**src/rtl/johnson_decoder.sv**
```systemverilog
// Johnson code decoder: maps a WIDTH-bit Johnson word to a binary index and a
// one-hot vector, flags illegal words and broken sequences, and tracks lock.
module johnson_decoder #(
    parameter  int WIDTH    = 4,
    parameter  int LOCK_CNT = 3,
    parameter  int ERR_W    = 8,
    localparam int IDX_W    = $clog2(2 * WIDTH)
) (
    input  logic                 clk,
    input  logic                 reset,
    input  logic                 in_valid,
    input  logic [WIDTH-1:0]     code,
    output logic                 out_valid,
    output logic [IDX_W-1:0]     index,
    output logic [2*WIDTH-1:0]   onehot,
    output logic                 illegal_code,
    output logic                 seq_error,
    output logic                 locked,
    output logic [ERR_W-1:0]     err_count
);

    localparam int N = 2 * WIDTH;
    localparam logic [3:0]       LOCK_TGT = 4'(LOCK_CNT);
    localparam logic [IDX_W-1:0] LAST_IDX = IDX_W'(N - 1);

    typedef enum logic [1:0] {
        HUNT   = 2'd0,
        CHECK  = 2'd1,
        LOCKED = 2'd2
    } state_t;

    state_t             state_r;
    logic [IDX_W-1:0]   prev_r;
    logic [3:0]         cnt_r;

    logic               legal_s;
    logic [IDX_W-1:0]   idx_s;
    logic [IDX_W-1:0]   succ_s;
    logic               is_succ_s;
    logic               is_repeat_s;
    logic [N-1:0]       onehot_s;
    logic [ERR_W-1:0]   err_inc_s;

    // Legal word for state k: k ones filling from the MSB, then draining from the MSB.
    function automatic logic [WIDTH-1:0] johnson_word(input int k);
        logic [WIDTH-1:0] w;
        for (int i = 0; i < WIDTH; i++) begin
            if (k <= WIDTH) begin
                w[i] = (i >= WIDTH - k);
            end else begin
                w[i] = (i < N - k);
            end
        end
        return w;
    endfunction

    // Decode the sampled word and derive the continuity and error-count helpers.
    always_comb begin
        legal_s = 1'b0;
        idx_s   = '0;
        for (int k = 0; k < N; k++) begin
            legal_s = legal_s | (code == johnson_word(k));
            idx_s   = (code == johnson_word(k)) ? IDX_W'(k) : idx_s;
        end
        succ_s      = (prev_r == LAST_IDX) ? '0 : prev_r + IDX_W'(1);
        is_succ_s   = (idx_s == succ_s);
        is_repeat_s = (idx_s == prev_r);
        onehot_s    = {{(N-1){1'b0}}, 1'b1} << idx_s;
        err_inc_s   = (err_count == {ERR_W{1'b1}}) ? err_count : err_count + ERR_W'(1);
    end

    // Lock FSM together with every registered output.
    always_ff @(posedge clk or negedge reset) begin
        if (!reset) begin
            state_r      <= HUNT;
            prev_r       <= '0;
            cnt_r        <= 4'd0;
            out_valid    <= 1'b0;
            index        <= '0;
            onehot       <= '0;
            illegal_code <= 1'b0;
            seq_error    <= 1'b0;
            locked       <= 1'b0;
            err_count    <= '0;
        end else begin
            out_valid    <= 1'b0;
            onehot       <= '0;
            illegal_code <= 1'b0;
            seq_error    <= 1'b0;
            if (in_valid && !legal_s) begin
                illegal_code <= 1'b1;
                err_count    <= err_inc_s;
                state_r      <= HUNT;
                locked       <= 1'b0;
                cnt_r        <= 4'd0;
            end else if (in_valid) begin
                out_valid <= 1'b1;
                index     <= idx_s;
                onehot    <= onehot_s;
                prev_r    <= idx_s;
                case (state_r)
                    HUNT: begin
                        cnt_r   <= 4'd0;
                        state_r <= CHECK;
                        locked  <= 1'b0;
                    end
                    CHECK: begin
                        if (is_succ_s) begin
                            cnt_r <= cnt_r + 4'd1;
                            if (cnt_r + 4'd1 == LOCK_TGT) begin
                                state_r <= LOCKED;
                                locked  <= 1'b1;
                            end else begin
                                state_r <= CHECK;
                            end
                        end else if (is_repeat_s) begin
                            cnt_r <= cnt_r;
                        end else begin
                            // Jump to an unrelated legal word: start counting afresh, no error.
                            cnt_r <= 4'd0;
                        end
                    end
                    LOCKED: begin
                        if (is_succ_s || is_repeat_s) begin
                            state_r <= LOCKED;
                        end else begin
                            seq_error <= 1'b1;
                            err_count <= err_inc_s;
                            cnt_r     <= 4'd0;
                            state_r   <= CHECK;
                            locked    <= 1'b0;
                        end
                    end
                    default: begin
                        state_r <= HUNT;
                        cnt_r   <= 4'd0;
                        locked  <= 1'b0;
                    end
                endcase
            end else begin
                state_r <= state_r;
            end
        end
    end

endmodule

```
**config.mk**
```make
export PLATFORM = sky130hd
export DESIGN_NAME = johnson_decoder
export DESIGN_NICKNAME = d
export VERILOG_FILES = /design/src/rtl/johnson_decoder.sv
export SDC_FILE = /design/constraint.sdc
export NUM_CORES = 1
export LEC_CHECK = 0
export ABC_AREA = 1
export ABC_CLOCK_PERIOD_IN_PS = 2900
export BUFFER_PORTS_ARGS = -buffer_cell sky130_fd_sc_hd__clkbuf_2
export CAP_MARGIN = 30
export CORE_MARGIN = 1.5
export CORE_UTILIZATION = 50
export DETAILED_ROUTE_END_ITERATION = 7
export GPL_TIMING_DRIVEN = 0
export PLACE_DENSITY = 0.73
export RECOVER_POWER = 50
export SYNTH_ARGS = -nofsm -noshare
export SYNTH_HDL_FRONTEND = slang
export SYNTH_SLANG_ARGS = --single-unit
```
**constraint.sdc**
```tcl
create_clock -name clk -period 2.9 [get_ports clk]
set_input_delay 0.29 -clock clk [delete_from_list [all_inputs] [get_ports clk]]
set_output_delay 0.29 -clock clk [all_outputs]
set_load 0.005 [all_outputs]
```
==> insert_results.sql, run 1 <==
INSERT INTO impl_metrics (metric_group, metric, value, unit) VALUES
('run', 'cap_violations', '1', ''),
('detailed_routing', 'postRouteAntennaNets', '0', ''),
('detailed_routing', 'total_length_of_routed_wires', '3210', 'um'),
('status', 'violations_in_the_final_reports', 'max-capacitance violations, max-slew violations', ''),
('critical_path', 'timing.critical_path.from_type', 'flop', ''),
('sta', 'timing_worst_slew_pin_value', '1520', 'ps'),
('final_layout', 'antennaDiodeCount', '0', ''),
('synthesis', 'synth_cell_types', '23', ''),
('placed_design', 'routabilityCongestion', '0.804', ''),
('synthesis', 'mapped_cell_area', '1660', 'um2'),
('pwr', 'p_sw_share', '38.3', '%'),
('final_layout', 'seq_area', '726', 'um2'),
('pwr', 'cellPowerDensity', '599', 'nW/um2'),
('global_routing', 'grt_overflow_total', '0', ''),
('cts', 'ctsRootBufferMaster', 'sky130_fd_sc_hd__clkbuf_4', ''),
('placed_design', 'buffer_ports.inserted', '29', ''),
('global_routing', 'number_of_antenna_violations_at_the_first_check_in_global_routing', '0', ''),
('critical_path', 'cp_data_required_time', '3130', 'ps'),
('pwr', 'p_comb_share', '33.5', '%'),
('detailed_routing', 'avgRoutedWirePerCell', '11.3', 'um'),
('global_routing', 'grt_usage', '19.9', '%'),
('hold_path', 'min-delay-path-class', 'in -> reg', ''),
('critical_path', 'timing.critical_path.fanout_max', '8', ''),
('detailed_routing', 'detailroute.via_count', '1388', ''),
('sta', 'worst_clock_skew', '10.1', 'ps'),
('critical_path', 'r2r_slack', '870', 'ps'),
('status', 'status', 'finished with violations', ''),
('final_layout', 'area_growth_syn_to_layout', '15.0', '%'),
('floorplan', 'core_region_area', '3100', 'um2'),
('sta', 'finalHoldViolCount', '0', ''),
('cts', 'cts_setup_buffers', '0', ''),
('global_routing', 'grt_first_pass_wirelength', '5310', 'um'),
('pwr', 'p_sw', '0.439', 'mW'),
('sta', 'hold_ws', '259', 'ps'),
('critical_path', 'worst-endpoint-arrival', '2260', 'ps'),
('global_routing', 'grt_max_degree', '30', ''),
('placed_design', 'dp_hpwl', '2370', 'um'),
('floorplan', 'design.die.area', '3680', 'um2'),
('floorplan', 'chipWidth', '60.7', 'um'),
('detailed_routing', 'detail_route.iter0.violations', '58', ''),
('sta', 'final_setup_slack_of_the_worst_path', '867', 'ps'),
('cts', 'clock_insertion_delay_worst_skew', '340', 'ps'),
('synthesis', 'synth_cells', '204', ''),
('pwr', 'sequentialPowerShare', '45.5', '%'),
('cts', 'cts_max_path_buffers', '2', ''),
('synthesis', 'synthesis.nets', '216', ''),
('sta', 'final_count_of_pins_violating_max_slew', '30', ''),
('cts', 'h_tree_level_count', '2', ''),
('sta', 'worst_slew_margin_rel', '-1.36', '%'),
('synthesis', 'synth_seq_area_share', '43.6', '%'),
('synthesis', 'synthesis.area_per_instance', '8.15', 'um2'),
('placed_design', 'detailedPlace.worstSlack', '893', 'ps'),
('floorplan', 'floorplan.die.height', '60.7', 'um'),
('detailed_routing', 'drt_drc_violations_left', '0', ''),
('final_layout', 'nets', '252', ''),
('cts', 'post_cts_resized', '0', ''),
('sta', 'setup_violations', '0', ''),
('final_layout', 'final_cell_count_no_fill', '285', ''),
('global_routing', 'first_global_vias', '1177', ''),
('floorplan', 'initial_utilization', '53.6', '%'),
('cts', 'cts_buffers', '5', ''),
('floorplan', 'design.portCount', '30', ''),
('detailed_routing', 'drt_pre_antenna_iters', '4', ''),
('sta', 'post-route-min-period', '2030', 'ps'),
('synthesis', 'ys.warnings.count', '0', ''),
('sta', 'fin_crit_sh', '70.1', '%'),
('cts', 'tritoncts', 'built', ''),
('pwr', 'internal_power', '0.707', 'mW'),
('cts', 'cts_hold_repair.buffers', '0', ''),
('sta', 'setup-tns-final', '0', 'ps'),
('pwr', 'p_leak', '1.03', 'nW');
==> critical path: stages (launching register included) <==
cell and delay (ps):
sky130_fd_sc_hd__dfrtp_1 460, sky130_fd_sc_hd__ha_1 230, sky130_fd_sc_hd__ha_1 190, sky130_fd_sc_hd__nor2_1 130, sky130_fd_sc_hd__inv_1 50, sky130_fd_sc_hd__nand2_1 50, sky130_fd_sc_hd__nand2_1 50, sky130_fd_sc_hd__nor2_2 130
sky130_fd_sc_hd__nand3_4 140, sky130_fd_sc_hd__nand2_1 100, sky130_fd_sc_hd__nand2_2 70, sky130_fd_sc_hd__nand2_2 120, sky130_fd_sc_hd__nand2_2 90, sky130_fd_sc_hd__nand2_1 60, sky130_fd_sc_hd__nand2_1 50
==> layout by cell type, fill, tap and decap left out <==
| master | n |
|---|---|
| sky130_fd_sc_hd__a21oi_2 | 1 |
| sky130_fd_sc_hd__buf_12 | 1 |
| sky130_fd_sc_hd__clkbuf_1 | 3 |
| sky130_fd_sc_hd__clkbuf_2 | 27 |
| sky130_fd_sc_hd__clkbuf_4 | 5 |
| sky130_fd_sc_hd__clkinv_1 | 1 |
| sky130_fd_sc_hd__clkinv_2 | 2 |
| sky130_fd_sc_hd__dfrtp_1 | 29 |
| sky130_fd_sc_hd__ha_1 | 5 |
| sky130_fd_sc_hd__inv_1 | 20 |
| sky130_fd_sc_hd__inv_2 | 2 |
| sky130_fd_sc_hd__nand2_1 | 46 |
| sky130_fd_sc_hd__nand2_2 | 18 |
| sky130_fd_sc_hd__nand2_4 | 2 |
| sky130_fd_sc_hd__nand3_1 | 22 |
| sky130_fd_sc_hd__nand3_2 | 1 |
| sky130_fd_sc_hd__nand3_4 | 1 |
| sky130_fd_sc_hd__nand4_1 | 5 |
| sky130_fd_sc_hd__nor2_1 | 18 |
| sky130_fd_sc_hd__nor2_2 | 4 |
| sky130_fd_sc_hd__nor3_1 | 8 |
| sky130_fd_sc_hd__nor4_1 | 1 |
| sky130_fd_sc_hd__nor4b_1 | 1 |
| sky130_fd_sc_hd__o21ai_0 | 6 |
| sky130_fd_sc_hd__o21ai_2 | 3 |
| sky130_fd_sc_hd__xnor2_1 | 7 |
| sky130_fd_sc_hd__xor2_1 | 2 |
==> kinds of logic (layout without fill, tap and decap cells) <==
logic type	after synthesis	after routing	share of synthesized area, %
and+or+nand+nor	127	127	37.5
DFF	29	29	43.6
buffers and inverters	24	61	6.40
AOI/OAI and AO/OA	10	10	3.91
xor gates and xnor gates	9	9	4.74
adders and majority gates	5	5	3.76
==> flip-flops by register name, summed over array words and instances, names as in the netlist <==
| signal | flops |
|---|---|
| locked | 1 |
| onehot | 8 |
| illegal_code | 1 |
| out_valid | 1 |
| state_r | 2 |
| cnt_r | 4 |
| prev_r | 3 |
| seq_error | 1 |
| err_count | 8 |
==> power groups by stage <==
stage	sequential (mW)	clock, mW	combinational [mW]
global route	0.532	0.265	0.434
detailed placement	0.530	0	0.388
floorplan	0.522	0	0.279
CTS	0.522	0.246	0.391
global placement	0.530	0	0.379
finish	0.522	0.240	0.384
==> final timing paths <==
path,from,depth (start not counted),endpoint
max in group asynchronous,reset,1,onehot[6]
min in group asynchronous,reset,1,seq_error
worst min-delay path,code[0],3,onehot[4]
worst max-delay path,prev_r[0],14,cnt_r[2]
worst min register to register,locked,2,locked
worst max register to register,prev_r[0],14,cnt_r[2]
==> stage by stage <==
step	area, um2	utilization, %
2_1_floorplan	1660	-
3_3_place_gp	1860	60.0
3_5_place_dp	1860	60.0
4_1_cts	1910	61.7
5_1_grt	1910	61.6
6_report	1910	61.6
==> layer usage <==
| layer | vias to the layer above | global-route usage (%) | wire [um] |
|---|---|---|---|
| li1 | 727 | - | - |
| met1 | 621 | 28.7 | 1620 |
| met2 | 34 | 27.5 | 1370 |
| met3 | 6 | 6.40 | 155 |
| met4 | 0 | 8.39 | 60 |
| met5 | - | 0 | 0 |
==> synth_stat cells <==
cell                       instances  share of area [%]
sky130_fd_sc_hd__nand2_1          46                 10
sky130_fd_sc_hd__dfrtp_1          29                 44
sky130_fd_sc_hd__nand3_1          22                6.6
sky130_fd_sc_hd__inv_1            20                4.5
sky130_fd_sc_hd__nand2_2          18                6.8
sky130_fd_sc_hd__nor2_1           18                4.1
sky130_fd_sc_hd__nor3_1            8                2.4
sky130_fd_sc_hd__xnor2_1           7                3.7
sky130_fd_sc_hd__o21ai_0           6                1.8
sky130_fd_sc_hd__ha_1              5                3.8
sky130_fd_sc_hd__nand4_1           5                1.9
sky130_fd_sc_hd__nor2_2            4                1.5
sky130_fd_sc_hd__o21ai_2           3                1.6
sky130_fd_sc_hd__inv_2             2               0.45
sky130_fd_sc_hd__nand2_4           2                1.4
sky130_fd_sc_hd__xor2_1            2                1.1
sky130_fd_sc_hd__a21oi_2           1               0.53
sky130_fd_sc_hd__buf_12            1                1.2
sky130_fd_sc_hd__clkinv_1          1               0.23
sky130_fd_sc_hd__nand3_2           1               0.60
sky130_fd_sc_hd__nand3_4           1                1.1
sky130_fd_sc_hd__nor4_1            1               0.38
sky130_fd_sc_hd__nor4b_1           1               0.53
==> cell type report <==
class,instances,share of cell area [%]
tap,44,2.88
clock inverter,2,0.524
inverter,23,4.52
multi-input combinational,151,43.5
timing repair buffer,29,7.46
buffer,1,1.05
sequential,29,38.0
clock buffer,6,2.16
No activity file was read; power rests on OpenSTA's default activity.
==> run 2: changes to the inputs <==
Settings changed: ABC_AREA 1 to 0, ABC_CLOCK_PERIOD_IN_PS 2900 to 2060, PLACE_DENSITY 0.73 to 0.72.
Clock period 2.9 ns to 2.06 ns, I/O delays scaled along.
==> insert_results.sql, run 2 <==
INSERT INTO impl_metrics (metric_group, metric, value, unit) VALUES
('cts', 'clock_insertion_delay_worst_skew', '280', 'ps'),
('synthesis', 'synth_cells', '196', ''),
('detailed_routing', 'postRouteAntennaNets', '0', ''),
('floorplan', 'design.portCount', '30', ''),
('cts', 'h_tree_level_count', '2', ''),
('cts', 'ctsRootBufferMaster', 'sky130_fd_sc_hd__clkbuf_8', ''),
('sta', 'final_setup_slack_of_the_worst_path', '-120', 'ps'),
('cts', 'worst_setup_hold_path_clk_slew', '60', 'ps'),
('critical_path', 'critical_path_class', 'reg -> reg', ''),
('final_layout', 'final_layout_size_suffix_gt1_share', '35.2', '%'),
('critical_path', 'timing.critical_path.fanout_max', '5', ''),
('pwr', 'p_sw_share', '37.0', '%'),
('global_routing', 'number_of_antenna_violations_at_the_first_check_in_global_routing', '0', ''),
('floorplan', 'chipWidth', '65.5', 'um'),
('floorplan', 'floorplan.rows', '22', ''),
('floorplan', 'design.die.area', '4300', 'um2'),
('synthesis', 'postSynthRegisterBits', '29', ''),
('global_routing', 'grt_first_pass_wirelength', '7470', 'um'),
('sta', 'final_count_of_pins_violating_max_slew', '0', ''),
('synthesis', 'synth_cell_types', '62', ''),
('sta', 'worst_clock_skew', '4.76', 'ps'),
('hold_path', 'hold_path_startpoint', 'code[1]', ''),
('final_layout', 'nets', '255', ''),
('final_layout', 'area_growth_syn_to_layout', '24.6', '%'),
('pwr', 'vdd_drop_max', '0.000371', 'V'),
('placed_design', 'place.detailed.instances', '272', ''),
('final_layout', 'final_cell_mix', '27 x sky130_fd_sc_hd__dfrtp_1, 17 x sky130_fd_sc_hd__clkbuf_2, 14 x sky130_fd_sc_hd__nand2_1', ''),
('pwr', 'p_comb_share', '40.5', '%'),
('placed_design', 'detailedPlace.worstSlack', '-120', 'ps'),
('placed_design', 'dp_hpwl', '3040', 'um'),
('synthesis', 'ys.warnings.count', '0', ''),
('pwr', 'p_leak', '1.06', 'nW'),
('sta', 'finalHoldViolCount', '0', ''),
('synthesis', 'post_synth_main_area_contributors', 'sky130_fd_sc_hd__dfrtp_1 37%, sky130_fd_sc_hd__ha_1 3.2%, sky130_fd_sc_hd__xor2_1 3.1%', ''),
('critical_path', 'timing.critical_path.from_type', 'flop', ''),
('pwr', 'p_sw', '0.747', 'mW'),
('placed_design', 'routabilityCongestion', '0.871', ''),
('cts', 'tritoncts', 'built', ''),
('detailed_routing', 'drt_pre_antenna_iters', '4', ''),
('final_layout', 'seq_area', '728', 'um2'),
('detailed_routing', 'vias_per_cell', '5.63', ''),
('synthesis', 'ys.flop_type', 'sky130_fd_sc_hd__dfrtp_1', ''),
('sta', 'timing_worst_slew_pin_value', '707', 'ps'),
('placed_design', 'buffer_ports.inserted', '28', ''),
('detailed_routing', 'route.layer.met1.wl', '2110', 'um'),
('floorplan', 'floorplan.die.height', '65.5', 'um'),
('synthesis', 'synthTopCellsByCount', '29 x sky130_fd_sc_hd__dfrtp_1, 14 x sky130_fd_sc_hd__nand2_1, 14 x sky130_fd_sc_hd__nor2_1, 10 x sky130_fd_sc_hd__nand3_1', ''),
('critical_path', 'worstRegToRegCells', '9', ''),
('cts', 'numClockSinks', '29', ''),
('detailed_routing', 'drt_drc_violations_left', '0', ''),
('synthesis', 'synthesis.nets', '208', ''),
('pwr', 'internal_power', '1.27', 'mW'),
('synthesis', 'synth_edf_count', '0', ''),
('synthesis', 'ys_async_sr_fraction', '100', '%'),
('critical_path', 'r2r_slack', '-120', 'ps'),
('critical_path', 'cp_data_required_time', '2230', 'ps'),
('synthesis', 'mapped_cell_area', '1960', 'um2'),
('cts', 'cts_buffers', '5', ''),
('status', 'status', 'finished with violations', ''),
('final_layout', 'antennaDiodeCount', '0', ''),
('pwr', 'share_clk_of_total_power', '22.5', '%'),
('floorplan', 'initial_utilization', '52.6', '%'),
('detailed_routing', 'detail_route.iter0.violations', '103', ''),
('hold_path', 'hold_path_depth', '3', ''),
('synthesis', 'synthMostInstantiatedCell', 'sky130_fd_sc_hd__dfrtp_1', ''),
('critical_path', 'worst-endpoint-arrival', '2350', 'ps'),
('global_routing', 'grt_overflow_total', '0', ''),
('final_layout', 'fillCellCount', '321', ''),
('detailed_routing', 'topRoutingLayerUsed', 'met4', ''),
('pwr', 'cellPowerDensity', '828', 'nW/um2'),
('detailed_routing', 'avgRoutedWirePerCell', '14.9', 'um'),
('global_routing', 'grt_usage', '22.5', '%'),
('synthesis', 'synthDominantAreaCellType', 'sky130_fd_sc_hd__dfrtp_1', ''),
('global_routing', 'grt_max_degree', '30', ''),
('final_layout', 'commonest_non_fill_non_tap_cell_in_the_layout', 'sky130_fd_sc_hd__dfrtp_1', ''),
('synthesis', 'synth_seq_area_share', '37.1', '%'),
('status', 'violations_in_the_final_reports', 'negative setup slack', ''),
('sta', 'setup_violations', '11', ''),
('detailed_routing', 'wl_met2', '1960', 'um'),
('synthesis', 'synthesis.area_per_instance', '9.98', 'um2'),
('global_routing', 'first_global_vias', '1527', ''),
('hold_path', 'min-delay-path-class', 'in -> reg', ''),
('pwr', 'sequentialPowerShare', '37.0', '%'),
('final_layout', 'multi_input_comb_area', '1230', 'um2'),
('synthesis', 'yosysTopAreaCellShare', '37.1', '%'),
('run', 'cap_violations', '0', ''),
('detailed_routing', 'route.met3.wl', '210', 'um'),
('critical_path', 'reg2reg_to', 'cnt_r[1]', ''),
('floorplan', 'core_region_area', '3720', 'um2'),
('critical_path', 'beginning_of_the_worst_register_to_register_path', 'prev_r[1]', ''),
('hold_path', 'worst_hold_path.endpoint', 'onehot[7]', ''),
('detailed_routing', 'detailroute.via_count', '1644', ''),
('sta', 'fin_crit_sh', '106', '%'),
('final_layout', 'final_cell_count_no_fill', '292', ''),
('detailed_routing', 'total_length_of_routed_wires', '4340', 'um'),
('final_layout', 'reg_top3', 'err_count x8, onehot x8, cnt_r x4', ''),
('sta', 'worst_slew_margin_rel', '52.9', '%'),
('critical_path', 'setup.worst_path.end_class', 'flop', ''),
('sta', 'setup_repair_after_global_routing_missed_its_margin', 'true', ''),
('sta', 'fmax', '0.459', 'GHz'),
('sta', 'post-route-min-period', '2180', 'ps'),
('cts', 'cts_max_path_buffers', '2', '');
[run 2: layout make-up]
cell class,count,share of cell area [%]
tap,48,2.46
buffer,11,3.54
clock buffer,5,2.82
sequential,29,29.9
inverter,6,0.924
multi-input combinational,150,50.4
clock inverter,3,0.719
timing repair buffer,40,9.29
[run 2: critical path: stages, from the launching register on]
cell and delay, ps:
sky130_fd_sc_hd__dfrtp_2 430, sky130_fd_sc_hd__ha_2 210, sky130_fd_sc_hd__ha_4 170, sky130_fd_sc_hd__nand2b_4 150, sky130_fd_sc_hd__nor3_4 200, sky130_fd_sc_hd__nor3b_4 70, sky130_fd_sc_hd__o21a_4 250, sky130_fd_sc_hd__nor2_4 120
sky130_fd_sc_hd__o2bb2ai_2 140, sky130_fd_sc_hd__mux2_4 310
[run 2: metal layers]
metal  up-vias  track usage [%]
li1        812                -
met1       768             32.5
met2        55             32.1
met3         9             5.65
met4         0             8.85
met5         -                0
[run 2: timing repair]
item	4_1_cts	5_1_grt
gates resized for setup	4	14
endpoints found under the hold margin	29	0
setup endpoints to repair	7	14
hold buffers	1	0
buffers inserted	7	5
pin swaps	5	9
[run 2: power by group through the flow]
stage	Sequential, mW	Combinational (mW)	Clock [mW]
after floorplan	0.739	0.489	0
after global placement	0.756	0.650	0
after detailed placement	0.755	0.660	0
after CTS	0.742	0.728	0.465
after global routing	0.761	0.901	0.500
final	0.748	0.817	0.454
[run 2: worst max path at each step]
stage	slack, ps	depth (start not counted)	to	from
floorplan	10	9	cnt_r[1]	prev_r[0]
global placement	-110	9	cnt_r[1]	prev_r[1]
detailed placement	-120	9	cnt_r[1]	prev_r[1]
CTS	-120	9	cnt_r[1]	prev_r[1]
global route	-210	9	cnt_r[1]	prev_r[0]
finish	-120	9	cnt_r[1]	prev_r[1]
[run 2: kinds of logic (layout without fill, tap and decap cells)]
kind of cell             after synthesis  count (layout)  synth area share (%)
AO/OA/AOI/OAI                         52              52                  21.2
AND/OR/NAND/NOR                       75              75                  23.1
multiplexers                           6               6                  3.71
adder cells (fa/ha/maj)                5               5                  3.20
XOR/XNOR                              12              12                  6.14
buffers and inverters                 17              65                  5.56
flip-flops                            29              29                  37.1
[run 2: through the flow]
stage / area (um2) / util (%) / total power, mW / setup TNS [ps] / hold slack (ps)
floorplan: 2000 / - / 1.23 / 0 / -89.6
detailed placement: 2200 / 59.3 / 1.42 / -365 / 292
global route: 2440 / 65.6 / 2.16 / -2360 / 374
finish: 2440 / 65.6 / 2.02 / -687 / 351
CTS: 2370 / 63.7 / 1.93 / -378 / 304
global placement: 2200 / 59.3 / 1.41 / -302 / 283
==> run 3: changes to the inputs <==
Settings changed: SKIP_LAST_GASP set to 1.
==> insert_results.sql, run 3 (synthesized netlist as in run 2, its figures left out) <==
INSERT INTO impl_metrics (metric_group, metric, value, unit) VALUES
('sta', 'final_count_of_pins_violating_max_slew', '0', ''),
('final_layout', 'commonest_non_fill_non_tap_cell_in_the_layout', 'sky130_fd_sc_hd__dfrtp_1', ''),
('floorplan', 'initial_utilization', '52.6', '%'),
('final_layout', 'antennaDiodeCount', '0', ''),
('sta', 'worst_slew_margin_rel', '52.9', '%'),
('global_routing', 'grt_usage', '22.5', '%'),
('status', 'violations_in_the_final_reports', 'negative setup slack', ''),
('critical_path', 'critical_path_class', 'reg -> reg', ''),
('sta', 'post-route-min-period', '2180', 'ps'),
('detailed_routing', 'drt_pre_antenna_iters', '4', ''),
('critical_path', 'cp_slowest_stage_delay', '430', 'ps'),
('sta', 'timing_worst_slew_pin_value', '707', 'ps'),
('hold_path', 'min-delay-path-class', 'in -> reg', ''),
('cts', 'tritoncts', 'built', ''),
('floorplan', 'design.die.area', '4300', 'um2'),
('floorplan', 'core_region_area', '3720', 'um2'),
('critical_path', 'worst-endpoint-arrival', '2350', 'ps'),
('final_layout', 'final_layout_size_suffix_gt1_share', '36.9', '%'),
('final_layout', 'final_cell_count_no_fill', '292', ''),
('detailed_routing', 'detailroute.via_count', '1652', ''),
('critical_path', 'timing.critical_path.fanout_max', '5', ''),
('floorplan', 'chipWidth', '65.5', 'um'),
('detailed_routing', 'drt_drc_violations_left', '0', ''),
('sta', 'fin_crit_sh', '106', '%'),
('final_layout', 'nets', '255', ''),
('sta', 'setup_violations', '11', ''),
('cts', 'h_tree_level_count', '2', ''),
('global_routing', 'grt_max_degree', '30', ''),
('sta', 'final_setup_slack_of_the_worst_path', '-119', 'ps'),
('sta', 'fmax', '0.459', 'GHz'),
('final_layout', 'final_cell_mix', '27 x sky130_fd_sc_hd__dfrtp_1, 20 x sky130_fd_sc_hd__clkbuf_2, 14 x sky130_fd_sc_hd__nand2_1', ''),
('floorplan', 'floorplan.die.height', '65.5', 'um'),
('critical_path', 'timing.critical_path.cells', 'ha_2 -> ha_4 -> nand2b_4 -> nor3_4 -> nor3b_4 -> o21a_4 -> nor2_4 -> o2bb2ai_2 -> mux2_4', ''),
('run', 'cap_violations', '0', ''),
('placed_design', 'buffer_ports.inserted', '28', ''),
('critical_path', 'cp_data_required_time', '2230', 'ps'),
('pwr', 'cellPowerDensity', '826', 'nW/um2'),
('placed_design', 'routabilityCongestion', '0.871', ''),
('critical_path', 'setup.worst_path.end_class', 'flop', ''),
('final_layout', 'area_growth_syn_to_layout', '24.6', '%'),
('global_routing', 'grt_overflow_total', '0', ''),
('pwr', 'p_leak', '1.06', 'nW'),
('floorplan', 'floorplan.rows', '22', ''),
('cts', 'numClockSinks', '29', ''),
('detailed_routing', 'avgRoutedWirePerCell', '14.9', 'um'),
('cts', 'cts_buffers', '5', ''),
('placed_design', 'dp_hpwl', '3040', 'um'),
('cts', 'clock_insertion_delay_worst_skew', '280', 'ps'),
('status', 'status', 'finished with violations', ''),
('pwr', 'vdd_drop_max', '0.000372', 'V'),
('final_layout', 'postLayoutCoreUtil', '65.6', '%'),
('sta', 'worst_clock_skew', '4.16', 'ps'),
('critical_path', 'timing.critical_path.from_type', 'flop', ''),
('detailed_routing', 'vias_per_cell', '5.66', ''),
('placed_design', 'place.detailed.instances', '272', ''),
('sta', 'finalHoldViolCount', '0', ''),
('cts', 'cts_max_path_buffers', '2', ''),
('global_routing', 'number_of_antenna_violations_at_the_first_check_in_global_routing', '0', ''),
('cts', 'worst_setup_hold_path_clk_slew', '60', 'ps'),
('detailed_routing', 'total_length_of_routed_wires', '4350', 'um'),
('sta', 'setup_repair_after_global_routing_missed_its_margin', 'true', ''),
('detailed_routing', 'postRouteAntennaNets', '0', ''),
('global_routing', 'grt_first_pass_wirelength', '7450', 'um'),
('detailed_routing', 'detail_route.iter0.violations', '102', ''),
('cts', 'ctsRootBufferMaster', 'sky130_fd_sc_hd__clkbuf_8', ''),
('floorplan', 'design.portCount', '30', ''),
('final_layout', 'reg_top3', 'err_count x8, onehot x8, cnt_r x4', ''),
('global_routing', 'first_global_vias', '1529', ''),
('critical_path', 'worst_path_cell_with_the_longest_stage_delay', 'sky130_fd_sc_hd__dfrtp_2', '');
run 3: layout make-up:
type | instances | area, um2
fillers | 323 | 1280
clock buffers | 5 | 68.8
multi-input cells | 150 | 1230
well taps | 48 | 60.1
clock inverters | 3 | 17.5
repair buffers | 40 | 226
flip-flops and latches | 29 | 728
plain buffers | 11 | 86.3
inverters | 6 | 22.5
run 3: routing by layer:
metal | global-route usage [%] | wire [um] | vias up | part of all wire (%)
met3 | 5.65 | 255 | 5 | 5.9
met2 | 32.1 | 1990 | 58 | 46
met5 | 0 | 0 | - | 0
met1 | 32.4 | 2060 | 779 | 47
met4 | 8.85 | 39 | 0 | 0.90
li1 | - | - | 810 | -
run 3: what timing repair did:
action | CTS | global route
endpoints found under the setup margin | 7 | 14
gates resized for setup | 3 | 14
hold buffers | 1 | 0
pin swaps | 5 | 7
buffers inserted | 7 | 4
cloned | 0 | 0
endpoints found under the hold margin | 29 | 0
run 3: where the power goes:
group | switching [mW] | internal, mW | leakage (nW)
clock network | 0.224 | 0.232 | 0.0439
registers | 0.103 | 0.643 | 0.383
logic | 0.420 | 0.390 | 0.637
total | 0.747 | 1.27 | 1.06
run 3: path summary, 6_finish.rpt:
check | from | to | slack [ps] | cells past startpoint
max reg2reg | prev_r[1] | cnt_r[1] | -120 | 9
min reg2reg | err_count[6] | err_count[6] | 490 | 1
max in group asynchronous | reset | prev_r[1] | 1060 | 2
max | prev_r[1] | cnt_r[1] | -120 | 9
min | in_valid | cnt_r[0] | 300 | 3
min in group asynchronous | reset | err_count[4] | 500 | 2
run 3: critical path, delay by kind of cell, from the launching register on:
family	cells	cell delay, ps
simple gates	4	540
fa+ha+maj	2	380
mux	1	320
flops	1	430
compound gates	2	390
run 3: metrics by stage:
stage / area, um2 / power [mW] / worst slack, ps / hold WS (ps) / TNS, ps
CTS: 2360 / 1.93 / -117 / 304 / -483
global route: 2440 / 2.15 / -215 / 322 / -2250
finish: 2440 / 2.01 / -119 / 301 / -684
detailed placement: 2200 / 1.42 / -120 / 292 / -365
floorplan: 2000 / 1.23 / 10.6 / -89.6 / 0
global placement: 2200 / 1.41 / -107 / 283 / -302
